### src/rtl/mult_pkg.sv
// Shared types and constants for the sequential Booth multiplier.
// Pure declarations: no latency, no flow control.
package mult_pkg;
    localparam int MULT_WIDTH = 32;
    localparam int MULT_ITERS = 32;
    localparam int PROD_WIDTH = 65;

    typedef enum logic [1:0] {
        IDLE = 2'd0,
        RUN  = 2'd1,
        DONE = 2'd2
    } state_e;

    typedef enum logic [1:0] {
        NOP = 2'd0,
        ADD = 2'd1,
        SUB = 2'd2
    } booth_op_e;

    // Pair is {current multiplier bit, previously shifted-out bit}.
    function automatic booth_op_e booth_decode(input logic [1:0] pair);
        booth_op_e op;
        case (pair)
            2'b01:   op = ADD;
            2'b10:   op = SUB;
            default: op = NOP;
        endcase
        return op;
    endfunction
endpackage

### src/rtl/booth_multiplier_if.sv
// Operand/result bundle between the multdiv issue logic and the Booth multiplier.
// Single start pulse in; single ready strobe out; busy for the duration of RUN.
interface booth_multiplier_if;
    logic                           ctrl_mult;
    logic [mult_pkg::MULT_WIDTH-1:0] data_a;
    logic [mult_pkg::MULT_WIDTH-1:0] data_b;
    logic [mult_pkg::MULT_WIDTH-1:0] data_result;
    logic                           data_resultRDY;
    logic                           data_exception;
    logic                           busy;

    modport master (
        output ctrl_mult, data_a, data_b,
        input  data_result, data_resultRDY, data_exception, busy
    );

    modport slave (
        input  ctrl_mult, data_a, data_b,
        output data_result, data_resultRDY, data_exception, busy
    );
endinterface

### src/rtl/register65.sv
// 65-bit product register {hi, lo, q_m1} with load enable; one-cycle latency.
// Active-high asynchronous clear; holds its value whenever input_enable is low.
module register65
    import mult_pkg::*;
(
    input  logic                  clk,
    input  logic                  reset,
    input  logic                  input_enable,
    input  logic [PROD_WIDTH-1:0] data_in,
    output logic [PROD_WIDTH-1:0] data_out
);
    logic [PROD_WIDTH-1:0] data_q, data_d;

    always_comb begin
        data_d = data_q;
        if (input_enable) data_d = data_in;
    end

    always_ff @(posedge clk or posedge reset) begin
        if (reset) data_q <= '0;
        else       data_q <= data_d;
    end

    assign data_out = data_q;
endmodule

### src/rtl/booth_multiplier.sv
// Radix-2 Booth 32x32 signed multiplier: 33 cycles start-to-strobe, starts during RUN are dropped.
// MULT_OVERFLOW_EN adds a registered signed-32-bit overflow flag; otherwise data_exception is 0.
module booth_multiplier
    import mult_pkg::*;
(
    input  logic              clk,
    input  logic              reset,
    booth_multiplier_if.slave mif
);
    localparam logic [1:0] ST_IDLE = IDLE;
    localparam logic [1:0] ST_RUN  = RUN;
    localparam logic [1:0] ST_DONE = DONE;

    logic [1:0]            state_q, state_d;
    logic [MULT_WIDTH-1:0] mcand_q, mcand_d;
    logic [4:0]            cnt_q, cnt_d;
    logic [MULT_WIDTH-1:0] result_q, result_d;

    logic [PROD_WIDTH-1:0] p_q, p_d, p_shift;
    logic                  p_en;
    logic                  start;
    logic [MULT_WIDTH:0]   sum;
    booth_op_e             op;

    always_comb begin
        start = mif.ctrl_mult && (state_q == ST_IDLE || state_q == ST_DONE);
        op    = booth_decode(p_q[1:0]);
        // 33-bit sum so the shift-in bit is correct even for mcand = 0x80000000.
        case (op)
            ADD:     sum = {p_q[64], p_q[64:33]} + {mcand_q[31], mcand_q};
            SUB:     sum = {p_q[64], p_q[64:33]} - {mcand_q[31], mcand_q};
            default: sum = {p_q[64], p_q[64:33]};
        endcase
        p_shift = {sum, p_q[32:1]};
    end

    always_comb begin
        state_d  = state_q;
        mcand_d  = mcand_q;
        cnt_d    = cnt_q;
        result_d = result_q;
        p_d      = p_shift;
        p_en     = 1'b0;
        case (state_q)
            ST_RUN: begin
                p_en  = 1'b1;
                cnt_d = cnt_q + 5'd1;
                if (cnt_q == 5'(MULT_ITERS - 1)) begin
                    state_d  = ST_DONE;
                    result_d = p_shift[32:1];
                end
            end
            default: begin
                state_d = ST_IDLE;
                if (start) begin
                    state_d = ST_RUN;
                    mcand_d = mif.data_a;
                    cnt_d   = '0;
                    p_d     = {32'b0, mif.data_b, 1'b0};
                    p_en    = 1'b1;
                end
            end
        endcase
    end

    always_ff @(posedge clk or negedge reset) begin
        if (!reset) begin
            state_q  <= ST_IDLE;
            mcand_q  <= '0;
            cnt_q    <= '0;
            result_q <= '0;
        end else begin
            state_q  <= state_d;
            mcand_q  <= mcand_d;
            cnt_q    <= cnt_d;
            result_q <= result_d;
        end
    end

    register65 u_preg (
        .clk          (clk),
        .reset        (~reset),
        .input_enable (p_en),
        .data_in      (p_d),
        .data_out     (p_q)
    );

`ifdef MULT_OVERFLOW_EN
    logic exc_q, exc_d;

    // Product fits in 32 signed bits only if P[64:32] is pure sign extension.
    always_comb begin
        exc_d = exc_q;
        if (state_q == ST_RUN && cnt_q == 5'(MULT_ITERS - 1))
            exc_d = ~((&p_shift[64:32]) | ~(|p_shift[64:32]));
    end

    always_ff @(posedge clk or negedge reset) begin
        if (!reset) exc_q <= 1'b0;
        else        exc_q <= exc_d;
    end

    assign mif.data_exception = exc_q;
`else
    assign mif.data_exception = 1'b0;
`endif

    assign mif.data_result    = result_q;
    assign mif.data_resultRDY = (state_q == ST_DONE);
    assign mif.busy           = (state_q == ST_RUN);
endmodule

### src/flat_wrapper.sv
// flat-port wrapper written by rule: the top's interface ports become plain ports
module booth_multiplier_flat import mult_pkg::*;
  (clk, reset, mif_ctrl_mult, mif_data_a, mif_data_b, mif_data_result, mif_data_resultRDY, mif_data_exception, mif_busy);
  booth_multiplier_if mif_i ();
  input  logic clk;
  input  logic reset;
  input wire logic [$bits(mif_i.ctrl_mult)-1:0] mif_ctrl_mult;
  input wire logic [$bits(mif_i.data_a)-1:0] mif_data_a;
  input wire logic [$bits(mif_i.data_b)-1:0] mif_data_b;
  output wire logic [$bits(mif_i.data_result)-1:0] mif_data_result;
  output wire logic [$bits(mif_i.data_resultRDY)-1:0] mif_data_resultRDY;
  output wire logic [$bits(mif_i.data_exception)-1:0] mif_data_exception;
  output wire logic [$bits(mif_i.busy)-1:0] mif_busy;
  assign mif_i.ctrl_mult = mif_ctrl_mult;
  assign mif_i.data_a = mif_data_a;
  assign mif_i.data_b = mif_data_b;
  assign mif_data_result = mif_i.data_result;
  assign mif_data_resultRDY = mif_i.data_resultRDY;
  assign mif_data_exception = mif_i.data_exception;
  assign mif_busy = mif_i.busy;
  booth_multiplier u_core (.clk(clk), .reset(reset), .mif(mif_i));
endmodule
### config.mk
export PLATFORM = sky130hd
export DESIGN_NAME = booth_multiplier_flat
export DESIGN_NICKNAME = d
export VERILOG_FILES = /design/src/rtl/mult_pkg.sv /design/src/rtl/booth_multiplier_if.sv /design/src/rtl/register65.sv /design/src/rtl/booth_multiplier.sv /design/src/flat_wrapper.sv
export SDC_FILE = /design/constraint.sdc
export NUM_CORES = 1
export LEC_CHECK = 0
export BUFFER_PORTS_ARGS = -buffer_cell sky130_fd_sc_hd__buf_2
export CORE_UTILIZATION = 46
export CTS_CLUSTER_SIZE = 20
export DETAILED_ROUTE_END_ITERATION = 10
export PLACE_DENSITY = 0.76
export SLEW_MARGIN = 40
export SYNTH_ARGS = -nofsm -noshare
export SYNTH_HDL_FRONTEND = slang
export SYNTH_SLANG_ARGS = --single-unit
export TNS_END_PERCENT = 30
### constraint.sdc
create_clock -name clk -period 10.6 [get_ports clk]
set_input_delay 1.59 -clock clk [delete_from_list [all_inputs] [get_ports clk]]
set_output_delay 1.59 -clock clk [all_outputs]
set_load 0.02 [all_outputs]
**Yosys cells after proc, flatten, opt, wreduce, memory -nomap -nowiden**

Index checks and enable logic that the tools add are counted.

- Input bits: 67
- Output and inout bits: 35
- Memories: 0
- Bits in latches: 0
- ROM bits: 0
- Bits in registers: 136
- Memory bits (writable): 0

- Mux-type cells: 11
- Magnitude comparators: 0
- Reduce and logical (&&, ||, !) cells: 6
- Add/subtract/negate cells: 3
- Shifts and indexed selects: 0
- Multiply operators: 0
- Equal/unequal tests: 8
- Bitwise gates (word level): 1
- Divide/modulo/power cells: 0

Operators with widths:

| cell | count |
|---|---|
| $mux 65 | 2 |
| $pmux 33 s2 | 1 |
| $add 32x32->33 | 1 |
| $sub 32x32->33 | 1 |
| $mux 5 | 2 |
| $eq 2x1->1 const B | 3 |
| $eq 2x2->1 const B | 3 |
| $add 5x1->5 const B | 1 |
| $eq 5x5->1 const B | 1 |
| $mux 2 | 2 |
| $pmux 2 s2 | 1 |
| $reduce_and 2->1 | 2 |
| $mux 1 | 3 |
| $logic_not 2->1 | 1 |
| $ne 2x1->1 const B | 1 |
| $reduce_bool 2->1 | 1 |
| $logic_and 1x1->1 | 1 |
| $logic_or 1x1->1 | 1 |
| $not 1->1 | 1 |

**Depth between registers and ports, before layout**

Gate-level depths: netlist of the first run.

- Depth after elaboration: 6
- Gate-level depth with buffers: 20

**Hierarchy**

A second synthesis of the first run with hierarchy kept.

- Cell total of the unflattened synthesis: 925
- Area, all modules: 8587.0 µm²

By module, submodules not included:

| module | area each (µm²) | instances | cells an instance |
|---|---|---|---|
| booth_multiplier | 5964.5 | 1 | 787 |
| register65 | 2622.5 | 1 | 138 |

**Least setup slack after synthesis of the first run**

Ideal clock, no wire load.

- Path type: register to register
- Start: register u_core.mcand_q[3]
- End: register u_core.u_preg.data_q[64] (netlist: u_core.u_preg.data_out[64])
- Data required time: 10.474 ns
- Cell stages (with the launch flop): 18
- Slack: 6.999 ns
- Buffers on the path: 1
- Data arrival time: 3.475 ns
- Library setup time: 0.126 ns
- Path through: dfrtp_1 > nor2_1 > nor4b_2 > nand2_1 > nor4_1 > nor2_1 > xnor2_1 > ha_1 > buf_2 > and2_4 > a221o_1 > o2111ai_1 > a311oi_1 > or3_1 > a31oi_1 > o21ai_1 > xnor2_1 > o21ai_1

- Longest elaborated chain between the ends: 4
- Elaborated cells between the ends (all ways): 5
- Those cells by class: 2 x add/sub; 3 x mux

Ends and longest elaborated chain:

| what | line | RTL |
|---|---|---|
| start: declaration | booth_multiplier.sv:15 | `logic [MULT_WIDTH-1:0] mcand_q, mcand_d;` |
| start signal: assignment | booth_multiplier.sv:74 | `mcand_q <= mcand_d;` |
| $sub 32x32->33 or $add 32x32->33 (tied branches) | booth_multiplier.sv:31, booth_multiplier.sv:30 |  |
| $pmux 33 s2 (*) | booth_multiplier.sv:29 | `case (op)` |
| $mux 65 | booth_multiplier.sv:55 | `if (start) begin` |
| $mux 65 (*) | booth_multiplier.sv:44 | `case (state_q)` |
| end signal: assignment | register65.sv:21 | `else data_q <= data_d;` |
| end: declaration | register65.sv:12 | `logic [PROD_WIDTH-1:0] data_q, data_d;` |

Every way passes the cells marked *; elsewhere a longest branch is shown, timed or not.
A chain may end at the register's enable or synchronous reset.

**Worst setup path in the final report of the first run**

- Start: register u_core.mcand_q[2]
- End: register u_core.u_preg.data_q[63] (netlist: u_core.u_preg.data_out[63])

The elaborated chain is that of the path after synthesis.

==> results.ini, run 1 <==
[clocking]
hold_buffers=0
cts-root-buf=clkbuf_16
cts_setup_buffers=0
clk_path_buf_depth=2
ctsResizeCount=0
cts_buffers=17
cts_tree=built
clock-sinks=136
insertion_delay_ps=420
path_clk_slew_ps=60
htreeDepth=4

[cells_and_area]
post-route-util=0.5460
drive_above_1_share=0.1881
n_antenna_cell=0
final_nets=1054
final_cell_area_um2=9055
area_growth_pct=15.74

[synthesis]
synth_seq_area_share=0.4350
synth_cell_types=55
synth_top_area_share=0.4350
synth_simple_gate_area_frac=0.1702
synthArstFlopShare=1.000
synth.area.mux_share=0.05261
synthAdderAreaFrac=0.06013
synth_ff_type=dfrtp_1
synthXorXnorAreaFrac=0.06605
syn_area_um2=7824
yosys_warnings=0
postSynthAreaPerCell_um2=9.024
synth_compound_area_frac=0.1833
synth_edf_count=0
synthTopCellsByArea=dfrtp_1, nand2_1, ha_1
netlist_instances=867
ys_seq_elements=136
synth_top_family_by_area=compound AO/OA/AOI/OAI gates
synth.net_count=971
synth_top_area_cell=dfrtp_1

[min_path]
min_from=u_core.mif.data_result[31]
hold_class=reg -> reg

[critical_path]
rrSetupSlack_ps=6390
required_ps=10880
r2r_cells=18
cpPeakStageDelay_ps=530
worst-setup-path-type=reg -> reg
slowest_stage=nor4_1
cp_common_cell=nand2_1
regToRegStartpoint=u_core.mcand_q[2]
crit_family=simple AND/OR/NAND/NOR gates
crit_chain=nor2_1, nor4b_2, nand2_1, nor4_1, nand2_1, nor3_2, a21oi_1, xnor2_1, ha_1, nand4_1, inv_1, a21oi_1, nand2_1, a221o_1, a31oi_1, o21bai_1, xnor2_1, o21ai_1
cp-end-kind=flip-flop
timing.rr.end=u_core.u_preg.data_out[63]
worst_setup_path_start_kind=flip-flop
path_buf_inv=1
crit_path_end=u_core.u_preg.data_out[63]
cp_num_cells=18
path_max_fanout=8
crit_path_start=u_core.mcand_q[2]
arrival_ps=4490

[grt]
grt_max_degree=81
antenna_found_initial=0
track_usage=0.2259
overflow=0
grt_pass1_vias=6436
grt_pass1_wl_mm=31.69

[route]
vias=6548
drtIter0Drc=478
routed_wl_mm=18.93
dr.pass1.iters=5
vias_per_cell=5.540
ant_nets=0
drcViolationCount=0
wl_per_cell_um=16.01

[placement]
place.gp.congestion=0.9391
placed_cell_area_um2=8507
dp_hpwl_mm=12.95
numPortBuffers=100

[timing]
worst-slew-pin-transition_ps=744.1
rsz0062_at_grt=no
setup_viol=0
clock.fmax_mhz=237.3
hold_ws_ps=490.5
finalMaxSlewViolations=0
finClkSkew_ps=5.939
period_share=0.3975
fin_crit_ps=4213
finalHoldViolations=0
slew_headroom=0.5027
fin_tns_setup_ps=0

[die]
initial_utilization=0.4718
fp.dieH_um=132.4
die_w_um=132.4
num_rows=47
die_area_um2=17530
core_area_um2=16580
ioPinCount=102

[run_status]
status=complete, no violations

[run]
drv_cap=0

[cells in the final DEF, fill, tap and decap left out, types with 2 or more instances in the layout]
master | netlist | final
buf_2 | 1 | 99
nand4_1 | 3 | 3
mux2i_1 | 4 | 4
or3_1 | 2 | 2
a21oi_1 | 62 | 62
o21bai_1 | 5 | 5
xnor2_1 | 43 | 43
clkinv_4 | 0 | 2
nor3_1 | 12 | 12
clkbuf_1 | 38 | 2
nand2_1 | 189 | 189
a21o_1 | 18 | 18
and3_1 | 4 | 4
clkbuf_16 | 0 | 17
inv_1 | 19 | 18
a22oi_1 | 41 | 41
o21ai_1 | 9 | 9
clkinvlp_4 | 0 | 4
a211oi_1 | 4 | 4
nor4b_2 | 2 | 2
xor2_1 | 16 | 16
o21ai_0 | 51 | 51
nor2b_1 | 5 | 4
a32oi_1 | 3 | 3
a22o_1 | 7 | 7
a221o_1 | 2 | 2
nand3_1 | 14 | 14
and2_4 | 2 | 2
mux2_2 | 33 | 33
nor2_1 | 47 | 46
buf_4 | 3 | 9
o211ai_1 | 7 | 7
clkinv_2 | 0 | 3
nor4_1 | 5 | 5
and4_1 | 2 | 2
ha_1 | 36 | 36
a31oi_1 | 9 | 9
nand2b_1 | 11 | 11
dfrtp_1 | 136 | 136
[per-stage QoR]
step | setup slack [ps] | instances
3_5_place_dp | 6423 | 1151
4_1_cts | 6421 | 1182
5_1_grt | 6136 | 1182
6_report | 6387 | 1182
3_3_place_gp | 6608 | 1151
2_1_floorplan | 6999 | 867
[cell usage after synthesis, types with 3 or more instances]
library cell,n
o21bai_1,5
nand2_1,189
mux2i_1,4
nand2b_1,11
buf_4,3
nand3_1,14
nor3_1,12
xnor2_1,43
nor4_1,5
inv_1,19
xor2_1,16
a211oi_1,4
a31oi_1,9
o211ai_1,7
o21ai_1,9
a32oi_1,3
mux2_2,33
buf_1,3
dfrtp_1,136
and3_1,4
a22oi_1,41
a21o_1,18
nand4_1,3
ha_1,36
nor2b_1,5
clkbuf_1,38
a22o_1,7
a21oi_1,62
o21ai_0,51
nor2_1,47
[worst min-delay path by stage]
| stage | endpoint | slack, ps | cells after the start |
|---|---|---|---|
| 2_1_floorplan | u_core.cnt_q[3] | 450 | 1 |
| 3_3_place_gp | u_core.mif.data_result[31] | 460 | 2 |
| 3_5_place_dp | u_core.mif.data_result[31] | 480 | 2 |
| 4_1_cts | u_core.mif.data_result[31] | 490 | 2 |
| 5_1_grt | u_core.mif.data_result[5] | 500 | 1 |
| 6_report | u_core.mif.data_result[31] | 490 | 2 |
[final cells by class]
cell class | instances | area (µm²)
clock buffers | 20 | 446.7
clock inverters | 11 | 101.3
fillers | 1487 | 7528
inverters | 19 | 71.32
multi-input cells | 667 | 4183
flip-flops and latches | 136 | 3403
well taps | 220 | 275.3
repair buffers | 109 | 574.3
[flip-flops by register name, indices dropped and copies added, names as in the netlist]
signal / count
u_core.u_preg.data_out: 65
u_core.cnt_q: 5
u_core.state_q: 2
u_core.mif.data_result: 32
u_core.mcand_q: 32
[metal layers]
metal,vias up,part of all wire,GRT usage
met1,3167,0.45,0.2944
met4,0,0.020,0.07791
met5,-,0,0
met3,25,0.050,0.05019
met2,165,0.48,0.3713
li1,3191,-,-
[worst register-to-register path, cell delays in order, from the launching register on]
cell      delay (ps)
dfrtp_1          430
nor2_1           160
nor4b_2          390
nand2_1          130
nor4_1           530
nand2_1          230
nor3_2           290
a21oi_1          140
xnor2_1          150
ha_1             380
nand4_1          190
inv_1             50
a21oi_1          120
nand2_1           80
a221o_1          320
a31oi_1          160
o21bai_1         100
xnor2_1          150
o21ai_1           80
[kinds of logic after synthesis]
kind of cell,count (synthesis)
mux,37
simple gates,304
xor+xnor,59
compound gates,229
flops,136
buf+inv,64
other cells,1
fa+ha+maj,37
Power of run 1 is not shown: default switching activity piles up to over one toggle a cycle in this logic, so the estimate is an artifact.
==> run 2, diff against run 1 <==
--- a/config.mk
+++ b/config.mk
@@ -5,11 +5,12 @@
 export SDC_FILE = /design/constraint.sdc
 export NUM_CORES = 1
 export LEC_CHECK = 0
+export ABC_AREA = 1
 export BUFFER_PORTS_ARGS = -buffer_cell sky130_fd_sc_hd__buf_2
 export CORE_UTILIZATION = 46
 export CTS_CLUSTER_SIZE = 20
 export DETAILED_ROUTE_END_ITERATION = 10
-export PLACE_DENSITY = 0.76
+export PLACE_DENSITY = 0.78
 export SLEW_MARGIN = 40
 export SYNTH_ARGS = -nofsm -noshare
 export SYNTH_HDL_FRONTEND = slang
==> constraint.sdc (replaced) <==
create_clock -name clk -period 3.4 [get_ports clk]
set_input_delay 0.51 -clock clk [delete_from_list [all_inputs] [get_ports clk]]
set_output_delay 0.51 -clock clk [all_outputs]
set_load 0.02 [all_outputs]
==> run 2 against run 1 <==
  * The run now ends with DRC left
  * Synthesized cell count up 38%
  * Area after synthesis up 9.3%
  * Setup slack worse by 6200 ps
  * Critical path type unchanged
  * Largest cell class unchanged
==> results.ini, run 2 <==
[die]
fp.dieH_um=138.3  ; +4.5%
num_rows=49  ; +4.3%
die_w_um=138.3  ; +4.5%
core_area_um2=18090  ; +9.1%
die_area_um2=19140  ; +9.1%
ioPinCount=102  ; unchanged
initial_utilization=0.4728  ; +0.0009955

[synthesis]
ys_seq_elements=136  ; unchanged
synth_common_cells=nand2_1, inv_1, dfrtp_1
synth_top_area_cell=dfrtp_1
synth_seq_area_share=0.3980  ; -0.03698
yosys_warnings=0  ; unchanged
synth_ff_type=dfrtp_1
postSynthAreaPerCell_um2=7.143  ; -21%
synth.net_count=1301  ; +34%
synthTopCellsByArea=dfrtp_1, nand2_1, inv_1
synth_top_area_share=0.3980  ; -0.03698
synth_edf_count=0  ; unchanged
synthArstFlopShare=1.000  ; unchanged
syn_area_um2=8551  ; +9.3%
yosysMostFrequentCell=nand2_1
synth_cell_types=45  ; -18%
netlist_instances=1197  ; +38%

[grt]
grt_busiest_layer=met2
met2_usage=0.3925  ; +0.02112
overflow=0  ; unchanged
grt_pass1_wl_mm=37.94  ; +20%
track_usage=0.2485  ; +0.02261
grt_max_degree=86  ; +6.2%
antenna_found_initial=0  ; unchanged
use_met3=0.04295  ; -0.007240
grt_pass1_vias=7644  ; +19%
grt.met1_usage=0.3457  ; +0.05139

[route]
dr.pass1.iters=9  ; +4
drcViolationCount=2  ; +2
drtIter0Drc=648  ; +36%
vias_per_cell=5.319  ; -4.0%
wl_per_cell_um=15.20  ; -5.1%
vias=8149  ; +24%
routed_wl_mm=23.29  ; +23%
ant_nets=0  ; unchanged

[clocking]
insertion_delay_ps=430  ; about the same
clk_path_buf_depth=2  ; unchanged
path_clk_slew_ps=70  ; about the same
clock-sinks=136  ; unchanged
cts_tree=built
hold_buffers=0  ; unchanged
htreeDepth=4  ; unchanged
cts_buffers=17  ; unchanged
cts-root-buf=clkbuf_16

[run]
drv_cap=0  ; unchanged

[run_status]
status=finished, violations left
violations=DRC

[timing]
fin_tns_setup_ps=0  ; unchanged
rsz0062_at_grt=yes
finClkSkew_ps=10.63  ; +4.686 ps
setup_viol=0  ; unchanged
period_share=0.9547  ; +0.5572
clock.fmax_mhz=308.1  ; +30%
slew_headroom=0.5166  ; +0.01383
fin_crit_ps=3246  ; -967.4 ps
finalHoldViolations=0  ; unchanged
finalMaxSlewViolations=0  ; unchanged
worst-slew-pin-transition_ps=725.1  ; -18.99 ps

[placement]
place.gp.congestion=0.9550  ; +1.7%
numPortBuffers=100  ; unchanged
dp_hpwl_mm=16.62  ; +28%

[cells_and_area]
final_common_cell=nand2_1
largest_reg_flops=65  ; unchanged
final_nets=1394  ; +32%
layout_common_cells=nand2_1, inv_1, dfrtp_1
n_antenna_cell=0  ; unchanged
drive_above_1_share=0.1681  ; -0.02008
seqCellArea_um2=3403  ; unchanged
area_growth_pct=18.51
fill_cells=1672  ; +12%
multi_input_area_um2=4690  ; +12%
post-route-util=0.5603  ; +0.01427

[critical_path]
arrival_ps=3560  ; -930 ps
cp_common_cell=nand2_1
path_max_fanout=4  ; -4
cpPeakStageDelay_ps=390  ; -140 ps
required_ps=3720  ; -7160 ps
cp-end-kind=flip-flop
worst-setup-path-type=reg -> reg
slowest_stage=dfrtp_1
worst_setup_path_start_kind=flip-flop
crit_chain=inv_2, ha_2, nand2_2, nor2_4, inv_2, o21ai_4, a21boi_4, o21ai_2, xnor2_1, ha_1, a21oi_1, o21a_1, nand2_1, nor2_1, nand2_1, nand2_1, nand2_1, o21ai_0, nand2_1

[min_path]
hold_class=in -> async

==> run 2: changes by cell type after synthesis, moves of 33 or more <==
cell     before  now
mux2_2       33    0
o21ai_0      51   95
nand2_1     189  392
a22oi_1      41    0
inv_1        19  141
nor2_1       47  118
==> run 2: final timing paths <==
check | slack (ps) | from | cells after the start | endpoint
max reg2reg | 150 | u_core.mcand_q[0] | 19 | u_core.u_preg.data_out[57]
max | 150 | u_core.mcand_q[0] | 19 | u_core.u_preg.data_out[57]
min reg2reg | 480 | u_core.mif.data_result[26] | 2 | u_core.mif.data_result[26]
min in group clk | 270 | mif_data_a[12] | 3 | u_core.mcand_q[12]
min | 130 | reset | 1 | u_core.mif.data_result[10]
max in group asynchronous | 2520 | reset | 2 | u_core.u_preg.data_out[48]
==> run 2: metal layers <==
layer | up-vias | routed length (µm)
met4 | 0 | 466
met2 | 248 | 10750
met1 | 3836 | 10920
li1 | 4024 | -
met5 | - | 0
met3 | 41 | 1162
==> run 2: worst max-delay path, delay by kind of cell, from the launching register on <==
family | cells | cell delay [ps]
AO/OA/AOI/OAI | 6 | 1170
AND/OR/NAND/NOR | 8 | 750
adder cells (fa/ha/maj) | 2 | 540
flip-flops | 1 | 390
XOR/XNOR | 1 | 150
buffers and inverters | 2 | 130
==> run 2: layout make-up <==
class,count,area share
Clock buffer,19,0.04371
Clock inverter,13,0.01284
Inverter,148,0.05507
Multi-Input combinational cell,874,0.4628
Sequential cell,136,0.3358
Tap cell,229,0.02828
Timing Repair Buffer,113,0.06149
==> run 2: repair_timing <==
| item | in CTS | in global routing |
|---|---|---|
| buffers inserted | 0 | 2 |
| endpoints found under the setup margin | 0 | 14 |
| hold endpoints to repair | 0 | 0 |
| gates resized for setup | 0 | 63 |
==> run 2: cells by family after synthesis <==
logic type / share of synthesized area
muxes: 0.001171
and+or+nand+nor: 0.2804
xor gates and xnor gates: 0.03790
AOI/OAI and AO/OA: 0.1440
adders and majority gates: 0.05502
other: 0.0004386
buffers and inverters: 0.08311
DFF: 0.3980
==> run 2: stage by stage <==
stage          setup slack [ps]  area, µm²  std cells  hold slack [ps]
5_1_grt                  -89.14      10130       1532            179.1
6_report                  154.1      10130       1532            134.2
4_1_cts                   107.5       9862       1530            158.5
3_5_place_dp              150.2       9289       1498            468.3
2_1_floorplan             527.0       8551       1197            214.4
3_3_place_gp              214.7       9286       1498            461.5
Power of run 2 is left out for the same reason.
